--- config.mk ---
export PLATFORM = sky130hd
export DESIGN_NAME = enigma_stepper
export DESIGN_NICKNAME = d
export VERILOG_FILES = /design/src/rtl/enigma_stepper.sv
export SDC_FILE = /design/constraint.sdc
export NUM_CORES = 1
export LEC_CHECK = 0
export BUFFER_PORTS_ARGS = -buffer_cell sky130_fd_sc_hd__clkbuf_2
export CORE_MARGIN = 2
export CORE_UTILIZATION = 53
export DETAILED_ROUTE_END_ITERATION = 8
export PLACE_DENSITY = 0.8
export RECOVER_POWER = 25
export SETUP_SLACK_MARGIN = 0.5
export SLEW_MARGIN = 40
export SYNTH_ARGS = -nofsm -noshare
export SYNTH_HDL_FRONTEND = slang
export SYNTH_SLANG_ARGS = --single-unit
--- constraint.sdc ---
create_clock -name clk -period 2.5 [get_ports clk]
set_clock_uncertainty 0.1 [all_clocks]
set_input_delay 0.125 -clock clk [delete_from_list [all_inputs] [get_ports clk]]
set_output_delay 0.125 -clock clk [all_outputs]
set_load 0.02 [all_outputs]
--- src/rtl/enigma_stepper.sv ---
// Enigma I rotor stepping unit: holds left/middle/right rotor positions and
// advances them once per accepted keypress, including the middle-rotor
// double step. Positions are always kept in 0..25.
module enigma_stepper #(
    parameter int COUNT_W = 16
) (
    input  logic               clk,
    input  logic               rst_n,
    input  logic [2:0]         rotor_sel_l,
    input  logic [2:0]         rotor_sel_m,
    input  logic [2:0]         rotor_sel_r,
    input  logic               load,
    input  logic [4:0]         load_pos_l,
    input  logic [4:0]         load_pos_m,
    input  logic [4:0]         load_pos_r,
    input  logic               step_req,
    output logic [4:0]         pos_l,
    output logic [4:0]         pos_m,
    output logic [4:0]         pos_r,
    output logic               step_done,
    output logic [COUNT_W-1:0] key_count
);

    logic [4:0]         pos_l_q, pos_l_d;
    logic [4:0]         pos_m_q, pos_m_d;
    logic [4:0]         pos_r_q, pos_r_d;
    logic               step_done_q, step_done_d;
    logic [COUNT_W-1:0] key_count_q, key_count_d;
    logic               notch_r, notch_m;

    // True when pos sits on the turnover letter of rotor sel; 5..7 never turn over.
    function automatic logic at_notch(input logic [2:0] sel, input logic [4:0] pos);
        case (sel)
            3'd0:    at_notch = (pos == 5'd16);
            3'd1:    at_notch = (pos == 5'd4);
            3'd2:    at_notch = (pos == 5'd21);
            3'd3:    at_notch = (pos == 5'd9);
            3'd4:    at_notch = (pos == 5'd25);
            default: at_notch = 1'b0;
        endcase
    endfunction

    function automatic logic [4:0] inc26(input logic [4:0] p);
        inc26 = (p == 5'd25) ? 5'd0 : p + 5'd1;
    endfunction

    // Load values 26..31 fold back onto 0..5.
    function automatic logic [4:0] fold26(input logic [4:0] p);
        fold26 = (p > 5'd25) ? p - 5'd26 : p;
    endfunction

    // The left rotor's notch plays no part in stepping; its selection is unused.
    logic unused_sel_l;
    assign unused_sel_l = ^rotor_sel_l;

    assign notch_r = at_notch(rotor_sel_r, pos_r_q);
    assign notch_m = at_notch(rotor_sel_m, pos_m_q);

    // Next-state: load beats step; a middle rotor on its notch steps itself (double step).
    always_comb begin
        pos_l_d     = pos_l_q;
        pos_m_d     = pos_m_q;
        pos_r_d     = pos_r_q;
        key_count_d = key_count_q;
        step_done_d = 1'b0;
        if (load) begin
            pos_l_d     = fold26(load_pos_l);
            pos_m_d     = fold26(load_pos_m);
            pos_r_d     = fold26(load_pos_r);
            key_count_d = '0;
        end else if (step_req) begin
            pos_r_d = inc26(pos_r_q);
            if (notch_r || notch_m) pos_m_d = inc26(pos_m_q);
            if (notch_m)            pos_l_d = inc26(pos_l_q);
            key_count_d = key_count_q + 1'b1;
            step_done_d = 1'b1;
        end
    end

    // State registers with synchronous active-low reset.
    always_ff @(posedge clk) begin
        if (!rst_n) begin
            pos_l_q     <= '0;
            pos_m_q     <= '0;
            pos_r_q     <= '0;
            step_done_q <= 1'b0;
            key_count_q <= '0;
        end else begin
            pos_l_q     <= pos_l_d;
            pos_m_q     <= pos_m_d;
            pos_r_q     <= pos_r_d;
            step_done_q <= step_done_d;
            key_count_q <= key_count_d;
        end
    end

    assign pos_l     = pos_l_q;
    assign pos_m     = pos_m_q;
    assign pos_r     = pos_r_q;
    assign step_done = step_done_q;
    assign key_count = key_count_q;

endmodule

Word-level counts from Yosys, hierarchy flattened
Index checks and enable logic that the tools add are counted.
{"block": "word_totals", "reg_bits": 32, "input_bits": 28, "output_inout_bits": 32, "word_cells": 61}
{"block": "op_classes", "addsub": 7, "n_lt_le_gt_ge": 3, "n_eq_ne": 19, "mux": 17, "n_bitwise": 1, "n_reduce_logical": 9}
{"op": "5-bit two-way mux", "count": 14}
{"op": "5-bit equality test (second input constant)", "count": 7}
{"op": "16-bit by 1-bit adder with 16-bit output (second input constant)", "count": 1}
{"op": "5-bit by 1-bit adder with 5-bit output (second input constant)", "count": 3}
{"op": "5-bit > comparator (second input constant)", "count": 3}
{"op": "5-bit subtractor (second input constant)", "count": 3}
{"op": "3-bit by 2-bit equality test with 1-bit output (second input constant)", "count": 4}
{"op": "5-bit by 3-bit equality test with 1-bit output (second input constant)", "count": 2}
{"op": "5-bit by 4-bit equality test with 1-bit output (second input constant)", "count": 2}
{"op": "1-bit one-hot mux with 5 select lines", "count": 2}
{"op": "3-bit by 1-bit equality test with 1-bit output (second input constant)", "count": 2}
{"op": "3-bit equality test (second input constant)", "count": 2}
{"op": "3-bit zero test", "count": 2}
{"op": "2-bit nonzero test", "count": 3}
{"op": "2-bit AND reduction", "count": 2}
{"op": "2-bit OR reduction", "count": 1}
{"op": "1-bit logical OR", "count": 1}
{"op": "1-bit two-way mux", "count": 1}
{"op": "1-bit inverter", "count": 1}

Depth between registers and ports, before layout
Gate-level depths: netlist (run 1).
{"block": "logic_depth", "word_depth": 6, "depth_mapped": 8, "depth_no_buf": 7}

Worst setup path after synthesis (run 1)
OpenSTA, ideal clock, no wires.
{"block": "synth_path", "path_type": "register -> register", "start": "register pos_m_q[1], in the netlist pos_m[1]", "end": "register pos_m_q[0], in the netlist pos_m[0]", "setup_ps": 59, "t_arrival_ps": 1852, "required_ps": 2341, "slack_ps": 489, "path_stages_with_launch": 9, "path_buffers": 1, "synth_period_minus_slack_ps": 2011, "cell_sequence": "dfxtp_1 -> inv_1 -> ha_1 -> and4b_1 -> a41oi_2 -> nand3_2 -> buf_4 -> o21ai_0 -> o311a_2"}
{"block": "synth_via", "elab_chain_len": 5, "word_cells_on_any_way": 13, "classes_between": "5 x eq/ne; 5 x mux; 3 x reduce/logical"}
{"item": "from (decl)", "line_no": "25", "rtl": "logic [4:0] pos_m_q, pos_m_d;"}
{"item": "from (signal assigned)", "line_no": "90", "rtl": "pos_m_q <= pos_m_d;"}
{"item": "5-bit equality test, or another cell as far along", "line_no": "38, 44"}
{"item": "1-bit one-hot mux with 5 select lines / 5-bit two-way mux (equally long branches)", "line_no": "33, 44"}
{"item": "1-bit logical OR / 5-bit two-way mux (equally long branches)", "line_no": "73", "rtl": "if (notch_r || notch_m) pos_m_d = inc26(pos_m_q);"}
{"item": "2-bit nonzero test (no source line) / 5-bit two-way mux (equally long branches)"}
{"item": "2-bit AND reduction (no source line) / 5-bit two-way mux (equally long branches)"}
Parallel ways exist; a longest one is shown, timed or not. The select of a mux whose other input is x is not followed.
A chain may end at the register's enable or synchronous reset.

Worst setup path after layout (run 1)
{"block": "layout_path", "start": "register pos_r_q[2], in the netlist pos_r[2]", "end": "register pos_m_q[4], in the netlist pos_m[4]"}
{"block": "layout_via", "elab_chain_len": 5, "word_cells_on_any_way": 9, "classes_between": "5 x eq/ne; 1 x mux; 3 x reduce/logical"}
{"item": "from (decl)", "line_no": "26", "rtl": "logic [4:0] pos_r_q, pos_r_d;"}
{"item": "from (signal assigned)", "line_no": "91", "rtl": "pos_r_q <= pos_r_d;"}
{"item": "5-bit equality test, or another cell as far along", "line_no": "38", "rtl": "3'd4: at_notch = (pos == 5'd25);"}
{"item": "1-bit one-hot mux with 5 select lines (*)", "line_no": "33", "rtl": "case (sel)"}
{"item": "1-bit logical OR (*)", "line_no": "73"}
{"item": "2-bit nonzero test (no source line) (*)"}
{"item": "2-bit AND reduction (no source line) (*)"}
Mark *: on every way between the ends. The rest lies on a longest branch, timed or not.

==> metrics.md, run 1 <==
| Metric | Value |
|---|---|
| CP required | approximately 2.6 ns |
| Worst setup EP type | flip-flop |
| Initial Utilization | 0.5559 |
| Max Cap Viol | 0 |
| Final period util | 0.7655 |
| Post-Synthesis Cells | 271 |
| Max Fclk | approximately 0.52 GHz |
| Area of the multi-input gates | 1499 µm² |
| GPL Wtd Cong | ~0.82 |
| IO Count | 60 |
| Area of the mapped netlist | between 2000 and 2500 µm² |
| Relative slew slack | 0.6344 |
| Reg clk slew, reported paths | roughly 0.07 ns |
| Drt via density | ~5.7 |
| Dpl cells | approximately 370 |
| TritonCTS clock tree | built |
| Top_reg_cell synth | dfxtp_1 |
| Worst setup SP type | flip-flop |
| # diodes | 0 |
| Yosys top cell area share | 0.2860 |
| Final setup vio count | 0 |
| Die area | roughly 4800 µm² |
| Routed WL | slightly above 5000 µm |
| Violated checks | hold timing |
| Clk sinks | 32 |
| Cts bufs inserted | 5 |
| CTS root buffer | clkbuf_8 |
| Fillcell total | 359 |
| Tmin final | 1.914 ns |
| Worst skew pair latency | ~0.28 ns |
| Least-Margin Pin Slew | between 0.5 and 0.6 ns |
| Core footprint | 4029 µm² |
| Leakage | ~1.1 nW |
| Die Y | just under 70 µm |
| Synth Register Bits | 32 |
| Global route overflow | 0 |
| Setup TNS | 0 ns |
| Register area | about 650 µm² |
| P&R area growth vs syn | 19.44% |
| Largest net degree at the start of global routing | 20 |
| P per Cell Area | ~470 nW/µm² |
| Die width | roughly 69 µm |
| VDD IR max | 0.2687 mV |
| Count of pins over their slew limit | 0 |
| Post-synth cell types | 57 |
| Synth area leaders | dfxtp_1 (29%), ha_1 (7.3%), nor2_1 (4.7%) |
| Row count | 23 |
| Leading area contributor after synthesis | dfxtp_1 |
| Starting DRT DRC Count | between 100 and 150 |
| Router iterations before antenna repair | 4 |
| Overall routing resource usage | 0.2113 |
| Vias | between 2000 and 2500 |
| Setup WS post-layout | between 0.5 and 0.6 ns |
| Syn avg cell area | about 8.3 µm² |
| Final hold vios | 1 |
| Outcome | finished with violations |
| Fraction of registers with async set/reset | 0 |
| Synth Net Count | roughly 310 |
| First-pass GRT wire length | around 8600 µm |
| H-tree depth | 2 |
| Yosys warning total | 0 |
| Drt drc | 0 |
| Post-synth EDFFs | 0 |
| RSZ-0062 raised after global routing | no |
| CTS max path bufs | 2 |
| Final Net Count | about 370 |
| HPWL Detailed | between 3000 and 4000 µm |
| IO buf count | 56 |
| Initial antenna violation count | 0 |
| WHS | -0.001606 ns |
| Number of global-route vias before repair | between 1500 and 2000 |
| Pre-CTS setup slack | between 0.4 and 0.5 ns |
| Min-delay worst type | primary input to flip-flop |
| Worst Path Class, Setup | flip-flop to flip-flop |
| Wire length per cell | around 14 µm |
| Sequential fraction of the synthesis area | 0.2860 |
| Synth top cells by count | dfxtp_1 (32), nor2_1 (28), nand2_1 (24) |
| Final standard cell count with taps included and fillers excluded | 381 |
| Layout cell share with drive strength beyond 1 | 0.2417 |
| Count leader, synth | dfxtp_1 |
| Crit-path max FO | 11 |
| Crit path arrival time | around 2.0 ns |
| Post-route ant nets | 0 |
[what timing repair did]
item                       4_1_cts  5_1_grt
hold endpoints to repair         1        0
gates resized for setup          1        9
buffers inserted                 0        3
gates cloned                     0        1
setup endpoints to repair        5        9
pin swaps                        0        4
hold buffers                     1        0
[layer usage]
layer	wire length (µm)	share of wire	up-vias	global-route usage
li1	-	-	1115	-
met1	2420	0.47	1003	0.2649
met2	2439	0.47	57	0.3707
met3	269	0.052	8	0.04094
met4	65	0.013	0	0.05229
met5	0	0	-	0
[sequential cells by signal, indices dropped and copies added, names as in the netlist]
signal	cells
pos_m	5
pos_l	5
key_count	16
pos_r	5
step_done	1
[metrics by stage]
stage,utilization,instance area (µm²),power (mW)
CTS,0.6534,2633,1.239
floorplan,-,2241,0.7521
finish,0.6640,2675,1.246
detailed placement,0.6261,2522,0.8270
global route,0.6640,2675,1.306
global placement,0.6261,2522,0.8217
[report_power, final]
group          internal (mW)  switching (mW)  total (mW)  leakage, nW
registers              0.532          0.0394       0.571        0.263
clock network          0.220           0.197       0.417       0.0510
logic                  0.112           0.146       0.258        0.814
total                  0.864           0.382        1.25         1.13
[worst paths after layout]
| check | slack, ns | start | cells past startpoint | end |
|---|---|---|---|---|
| max | 0.59 | pos_r[2] | 5 | pos_m[4] |
| min | -0.002 | load_pos_r[0] | 2 | pos_r[0] |
| max reg2reg | 0.59 | pos_r[2] | 5 | pos_m[4] |
| min reg2reg | 0.41 | pos_m[1] | 2 | pos_m[1] |
[logic make-up (layout without fill, tap and decap cells)]
family | after synthesis | count (layout) | synth area share
compound gates | 63 | 63 | 0.2151
xor+xnor | 19 | 19 | 0.07430
fa+ha+maj | 13 | 13 | 0.07263
buf+inv | 28 | 87 | 0.06256
flops | 32 | 32 | 0.2860
mux | 4 | 4 | 0.01844
simple gates | 112 | 113 | 0.2710
[cells in the final DEF, fill, tap and decap left out, types with 4 or more instances in the layout]
master / n
ha_1: 13
o211ai_1: 6
a21oi_1: 11
clkbuf_8: 6
nand4b_1: 4
nor2_1: 27
nor3_1: 10
clkbuf_2: 40
nand4_1: 5
nand2_1: 24
and3_1: 6
dfxtp_1: 27
buf_4: 5
xnor2_1: 12
xor2_1: 7
inv_1: 16
o211a_1: 4
clkbuf_1: 16
nand3_1: 11
o21ai_0: 13
dfxtp_2: 4
[critical path: stages, from the launching register on]
cell and delay [ns]:
dfxtp_1 0.40, nand4b_1 0.22, a2111o_1 0.46, o21ai_4 0.28, o221ai_1 0.17, o311a_2 0.18
[final cells by class]
type,count,area share
clock buffers,6,0.03087
repair buffers,62,0.1151
well taps,50,0.02339
clock inverters,2,0.003742
flip-flops and latches,32,0.2427
multi-input cells,212,0.5603
inverters,17,0.02385
Power figures use the tool's default switching activity.
==> run 2: changes to the inputs <==
- CORE_UTILIZATION: 53 -> 48
- PLACE_DENSITY: 0.8 -> 0.77
- clock period: 2.5 -> 1.7 ns (I/O delays scaled with it)
==> run 2 against run 1 <==
  * Final area grew 25%
  * Power increased by 57%
  * Via count up 11%
  * Utilization up 9.3 points
  * The run ends with setup timing left
  * Highest routed layer unchanged
  * Combinational power is 100% higher
  * Count of clock-buffer cells in the layout unchanged
==> metrics.md, run 2 (synthesis gave the netlist of run 1 again) <==
| Metric | Value |
|---|---|
| Layout cell share with drive strength beyond 1 | 0.4728 |
| IO buf count | 56 |
| Outcome | finished with violations |
| Pre-CTS setup slack | -0.07467 ns |
| Router iterations before antenna repair | 4 |
| Leakage | between 1 and 1.5 nW |
| First-pass GRT wire length | about 9300 µm |
| FF-to-FF path depth | 6 |
| CP required | 1.77 ns |
| Largest net degree at the start of global routing | 20 |
| Commonest non-fill, non-tap cell in the layout | clkbuf_2 |
| Core footprint | approximately 4400 µm² |
| Crit-path max FO | 5 |
| Count of pins over their slew limit | 0 |
| Global route overflow | 0 |
| Final period util | 1.051 |
| Post-route ant nets | 0 |
| IO Count | 60 |
| P&R area growth vs syn | 49.27% |
| CTS max path bufs | 2 |
| RSZ-0062 raised after global routing | yes |
| Reg clk slew, reported paths | 0.07 ns |
| Starting DRT DRC Count | between 100 and 150 |
| VDD IR max | approximately 0.31 mV |
| Min-delay worst type | primary input to flip-flop |
| GPL Wtd Cong | between 0.7 and 0.8 |
| Area of the multi-input gates | roughly 1800 µm² |
| H-tree depth | 2 |
| Worst Path Class, Setup | flip-flop to flip-flop |
| Tmin final | approximately 1.8 ns |
| Clk sinks | 32 |
| Max Fclk | 0.5598 GHz |
| Cts bufs inserted | 5 |
| Vias | 2425 |
| Initial Utilization | 0.5074 |
| Register area | around 700 µm² |
| Final Net Count | 408 |
| Die Y | slightly above 70 µm |
| Final hold vios | 0 |
| Crit path arrival time | between 1.5 and 2 ns |
| Relative slew slack | 0.4507 |
| Worst setup EP type | flip-flop |
| Row count | 24 |
| Die area | approximately 5200 µm² |
| WHS | approximately 0.027 ns |
| CTS root buffer | clkbuf_8 |
| Final setup vio count | 9 |
| Wire length per cell | roughly 15 µm |
| TritonCTS clock tree | built |
| Initial antenna violation count | 0 |
| Die width | between 70 and 80 µm |
| P per Cell Area | approximately 600 nW/µm² |
| Setup WS post-layout | -0.08622 ns |
| Setup TNS | -0.5086 ns |
| Number of global-route vias before repair | between 2000 and 2500 |
| Worst skew pair latency | approximately 0.28 ns |
| Drt via density | about 5.8 |
| # diodes | 0 |
| Max reg flops | 16 |
| Violated checks | setup timing |
| HPWL Detailed | roughly 4000 µm |
| Overall routing resource usage | 0.2242 |
| Worst setup SP type | flip-flop |
| Max Cap Viol | 0 |
| Least-Margin Pin Slew | between 0.8 and 0.9 ns |
| Drt drc | 0 |
| Routed WL | between 6000 and 7000 µm |
| Fillcell total | approximately 320 |
| Number of cells on the worst hold path | 4 |
| Commonest cells after routing, fill and taps aside | clkbuf_2 (48), buf_4 (29), nor2_1 (27) |
==> run 2: changes by cell type in the layout (fill, tap and decap cells not counted), moves of 7 or more <==
cell      before  now
buf_6          0   10
buf_4          5   29
clkbuf_2      40   48
dfxtp_4        1   13
clkbuf_1      16    9
dfxtp_1       27   13
==> run 2: layer usage <==
metal  GRT usage  part of all wire  vias to the layer above
met3     0.03889             0.044                       10
met1      0.2917              0.44                     1151
li1            -                 -                     1198
met4     0.05870             0.014                        0
met2      0.3833              0.50                       66
met5           0                 0                        -
==> run 2: cell type report <==
type	count	area share
multi-input cells	212	0.5367
flip-flops and latches	32	0.2085
repair buffers	99	0.1879
clock buffers	6	0.02470
inverters	17	0.01984
well taps	52	0.01946
clock inverters	2	0.002994
==> run 2: final timing paths <==
| check | start | end | slack (ns) |
|---|---|---|---|
| worst max register to register | pos_m[1] | pos_m[3] | -0.09 |
| worst min-delay path | load_pos_r[1] | pos_r[4] | 0.03 |
| worst min register to register | pos_l[4] | pos_l[4] | 0.43 |
| worst max-delay path | pos_m[1] | pos_m[3] | -0.09 |
==> run 2: critical path, cell delays in order (launching register included) <==
cell and delay, ns:
dfxtp_4 0.37, inv_2 0.04, ha_4 0.14, and4b_2 0.24, a41oi_4 0.24, nand3_4 0.14
o311a_2 0.39
==> run 2: report_power, final <==
group          leakage (nW)  total [mW]  switching [mW]  internal, mW
Combinational          1.13       0.516           0.270         0.246
Clock                0.0510       0.614           0.291         0.323
Sequential            0.273       0.822          0.0508         0.771
==> run 2: what timing repair did <==
item / 4_1_cts / 5_1_grt
gates cloned: 0 / 1
buffers inserted: 15 / 6
resized for setup: 24 / 33
setup endpoints to repair: 27 / 27
pin swaps: 18 / 21
hold endpoints to repair: 2 / 0
hold buffers: 2 / 0
==> run 2: stage by stage <==
step,util,power (mW),area [µm²],cells
4_1_cts,0.7109,1.893,3138,413
5_1_grt,0.7574,2.033,3343,420
2_1_floorplan,-,1.107,2404,271
6_report,0.7574,1.952,3343,420
3_5_place_dp,0.6380,1.260,2816,388
3_3_place_gp,0.6380,1.252,2816,388
==> run 3: changes to the inputs <==
- HOLD_SLACK_MARGIN: default -> 0.15
==> run 3 against run 2 <==
  * The run still ends with setup timing left
  * Global-route usage is 0.67 points higher
  * Sequential share of layout area is 0.49 points lower
  * Utilization is 1.8 points higher
  * Wire length is 4.3% higher
  * Via count is 2.9% higher
  * Maximum frequency is 0.26% higher
  * Count of clock-buffer cells in the layout stayed put
  * Largest cell class unchanged
==> metrics.md, run 3 (synthesis gave the netlist of run 1 again) <==
| Metric | Value |
|---|---|
| Outcome | finished with violations |
| Violated checks | setup timing |
| CP required | 1.77 ns |
| Crit path arrival time | around 1.9 ns |
| Area of the multi-input gates | between 1500 and 2000 µm² |
| Tmin final | between 1.5 and 2 ns |
| VDD IR max | about 0.32 mV |
| Cts bufs inserted | 5 |
| Worst Path Class, Setup | flip-flop to flip-flop |
| Post-route ant nets | 0 |
| First-pass GRT wire length | a little under 10000 µm |
| Core footprint | ~4400 µm² |
| GPL Wtd Cong | slightly below 0.8 |
| Setup WS post-layout | -0.08165 ns |
| CTS root buffer | clkbuf_8 |
| Clk sinks | 32 |
| Layout cell share with drive strength beyond 1 | 0.4628 |
| HPWL Detailed | a little under 4000 µm |
| FF-to-FF Start | pos_m[1] |
| Reg2reg end | pos_m[3] |
| Routed WL | roughly 6600 µm |
| Starting DRT DRC Count | about 110 |
| WHS | ~0.17 ns |
| Overall routing resource usage | 0.2309 |
| Row count | 24 |
| Slowest stage cell, crit path | o311a_2 |
| Final setup vio count | 8 |
| Commonest non-fill, non-tap cell in the layout | clkbuf_2 |
| Final hold vios | 0 |
| Drt via density | ~5.8 |
| Worst setup SP type | flip-flop |
| Final standard cell count with taps included and fillers excluded | about 430 |
| Worst path max stage delay | between 0.3 and 0.4 ns |
| Vias | 2495 |
| Router iterations before antenna repair | 4 |
| Register area | 696.9 µm² |
| H-tree depth | 2 |
| Final period util | 1.048 |
| Max reg flops | 16 |
| # diodes | 0 |
| Min-delay worst type | primary input to flip-flop |
| Max Fclk | around 0.56 GHz |
| IO buf count | between 50 and 60 |
| Finished Cell Area | around 3400 µm² |
| Count of pins over their slew limit | 0 |
| Die Y | 72.31 µm |
| Initial antenna violation count | 0 |
| Initial Utilization | 0.5074 |
| Pre-CTS setup slack | -0.07467 ns |
| CTS max path bufs | 2 |
| P&R area growth vs syn | 52.85% |
| Worst Path Buf+Inv | 1 |
| Dpl cells | 388 |
| Area after DPL | around 2800 µm² |
| Crit-path max FO | 5 |
| RSZ-0062 raised after global routing | yes |
| Hold endpoint | pos_r[4] |
| Least-Margin Pin Slew | 0.8288 ns |
| Relative slew slack | 0.4475 |
| Number of global-route vias before repair | 2130 |
| Worst skew pair latency | 0.28 ns |
| Global route overflow | 0 |
| P per Cell Area | about 580 nW/µm² |
| Worst path cell trace | inv_2, ha_4, and4b_2, a41oi_4, nand3_4, o311a_2 |
| Worst setup EP type | flip-flop |
| Drt drc | 0 |
| Reg clk slew, reported paths | ~0.07 ns |
| TritonCTS clock tree | built |
| Fillcell total | ~300 |
| Leakage | between 1 and 1.5 nW |
| Final Net Count | between 400 and 500 |
| Worst R2R Setup Slack | -0.08 ns |
| Pwr Total | 1.972 mW |
| Critical hold path startpoint | load_pos_r[0] |
| Largest net degree at the start of global routing | 20 |
| Die area | 5228 µm² |
| Die width | 72.31 µm |
| Number of cells on the worst hold path | 5 |
| Max Cap Viol | 0 |
| IO Count | 60 |
| Commonest cells after routing, fill and taps aside | clkbuf_2 (48), buf_4 (29), nor2_1 (27) |
| Largest delay contributor family on the critical path | compound AO/OA/AOI/OAI gates |
| Wire length per cell | between 15 and 20 µm |
| FF-to-FF path depth | 6 |
## run 3: worst max path at each step
stage / start / end / slack, ns / cells after the start
floorplan: pos_r[2] / pos_m[4] / -0.02 / 6
global placement: pos_r[1] / pos_m[4] / -0.03 / 5
detailed placement: pos_r[1] / pos_m[4] / -0.07 / 5
CTS: pos_r[0] / pos_m[2] / -0.02 / 6
global route: pos_m[1] / pos_m[1] / -0.16 / 7
finish: pos_m[1] / pos_m[3] / -0.08 / 6
## run 3: layout make-up
class                      instances  share of cell area
timing repair buffer             107              0.2069
inverter                          17             0.01937
sequential                        32              0.2036
tap                               52             0.01901
clock buffer                       6             0.02412
clock inverter                     2            0.002924
multi-input combinational        212              0.5241
## run 3: worst min-delay path: stages
cell and delay [ns]:
clkbuf_2 0.10, a21bo_2 0.13, o211ai_1 0.08, nand2_1 0.06, a21oi_1 0.05
## run 3: what timing repair did
action / in CTS / in global routing
pin swaps: 18 / 22
hold buffers: 10 / 0
hold endpoints to repair: 8 / 0
setup buffers: 15 / 6
cloned: 0 / 1
setup endpoints to repair: 27 / 27
gates resized for setup: 24 / 33
## run 3: through the flow
step / setup TNS, ns / utilization
2_1_floorplan: -0.02602 / -
3_3_place_gp: -0.04790 / 0.6380
3_5_place_dp: -0.1606 / 0.6380
4_1_cts: -0.06568 / 0.7290
5_1_grt: -0.9825 / 0.7755
6_report: -0.4722 / 0.7755
## run 3: report_power, final
group          switching [mW]  internal [mW]
sequential             0.0503          0.771
combinational           0.277          0.258
clock                   0.292          0.323
## run 3: layer usage
layer	vias up	global-route usage	wire, µm
met5	-	0	0
met2	90	0.3894	3310
met1	1181	0.3038	2841
met4	0	0.06289	94
met3	11	0.04028	347
li1	1213	-	-
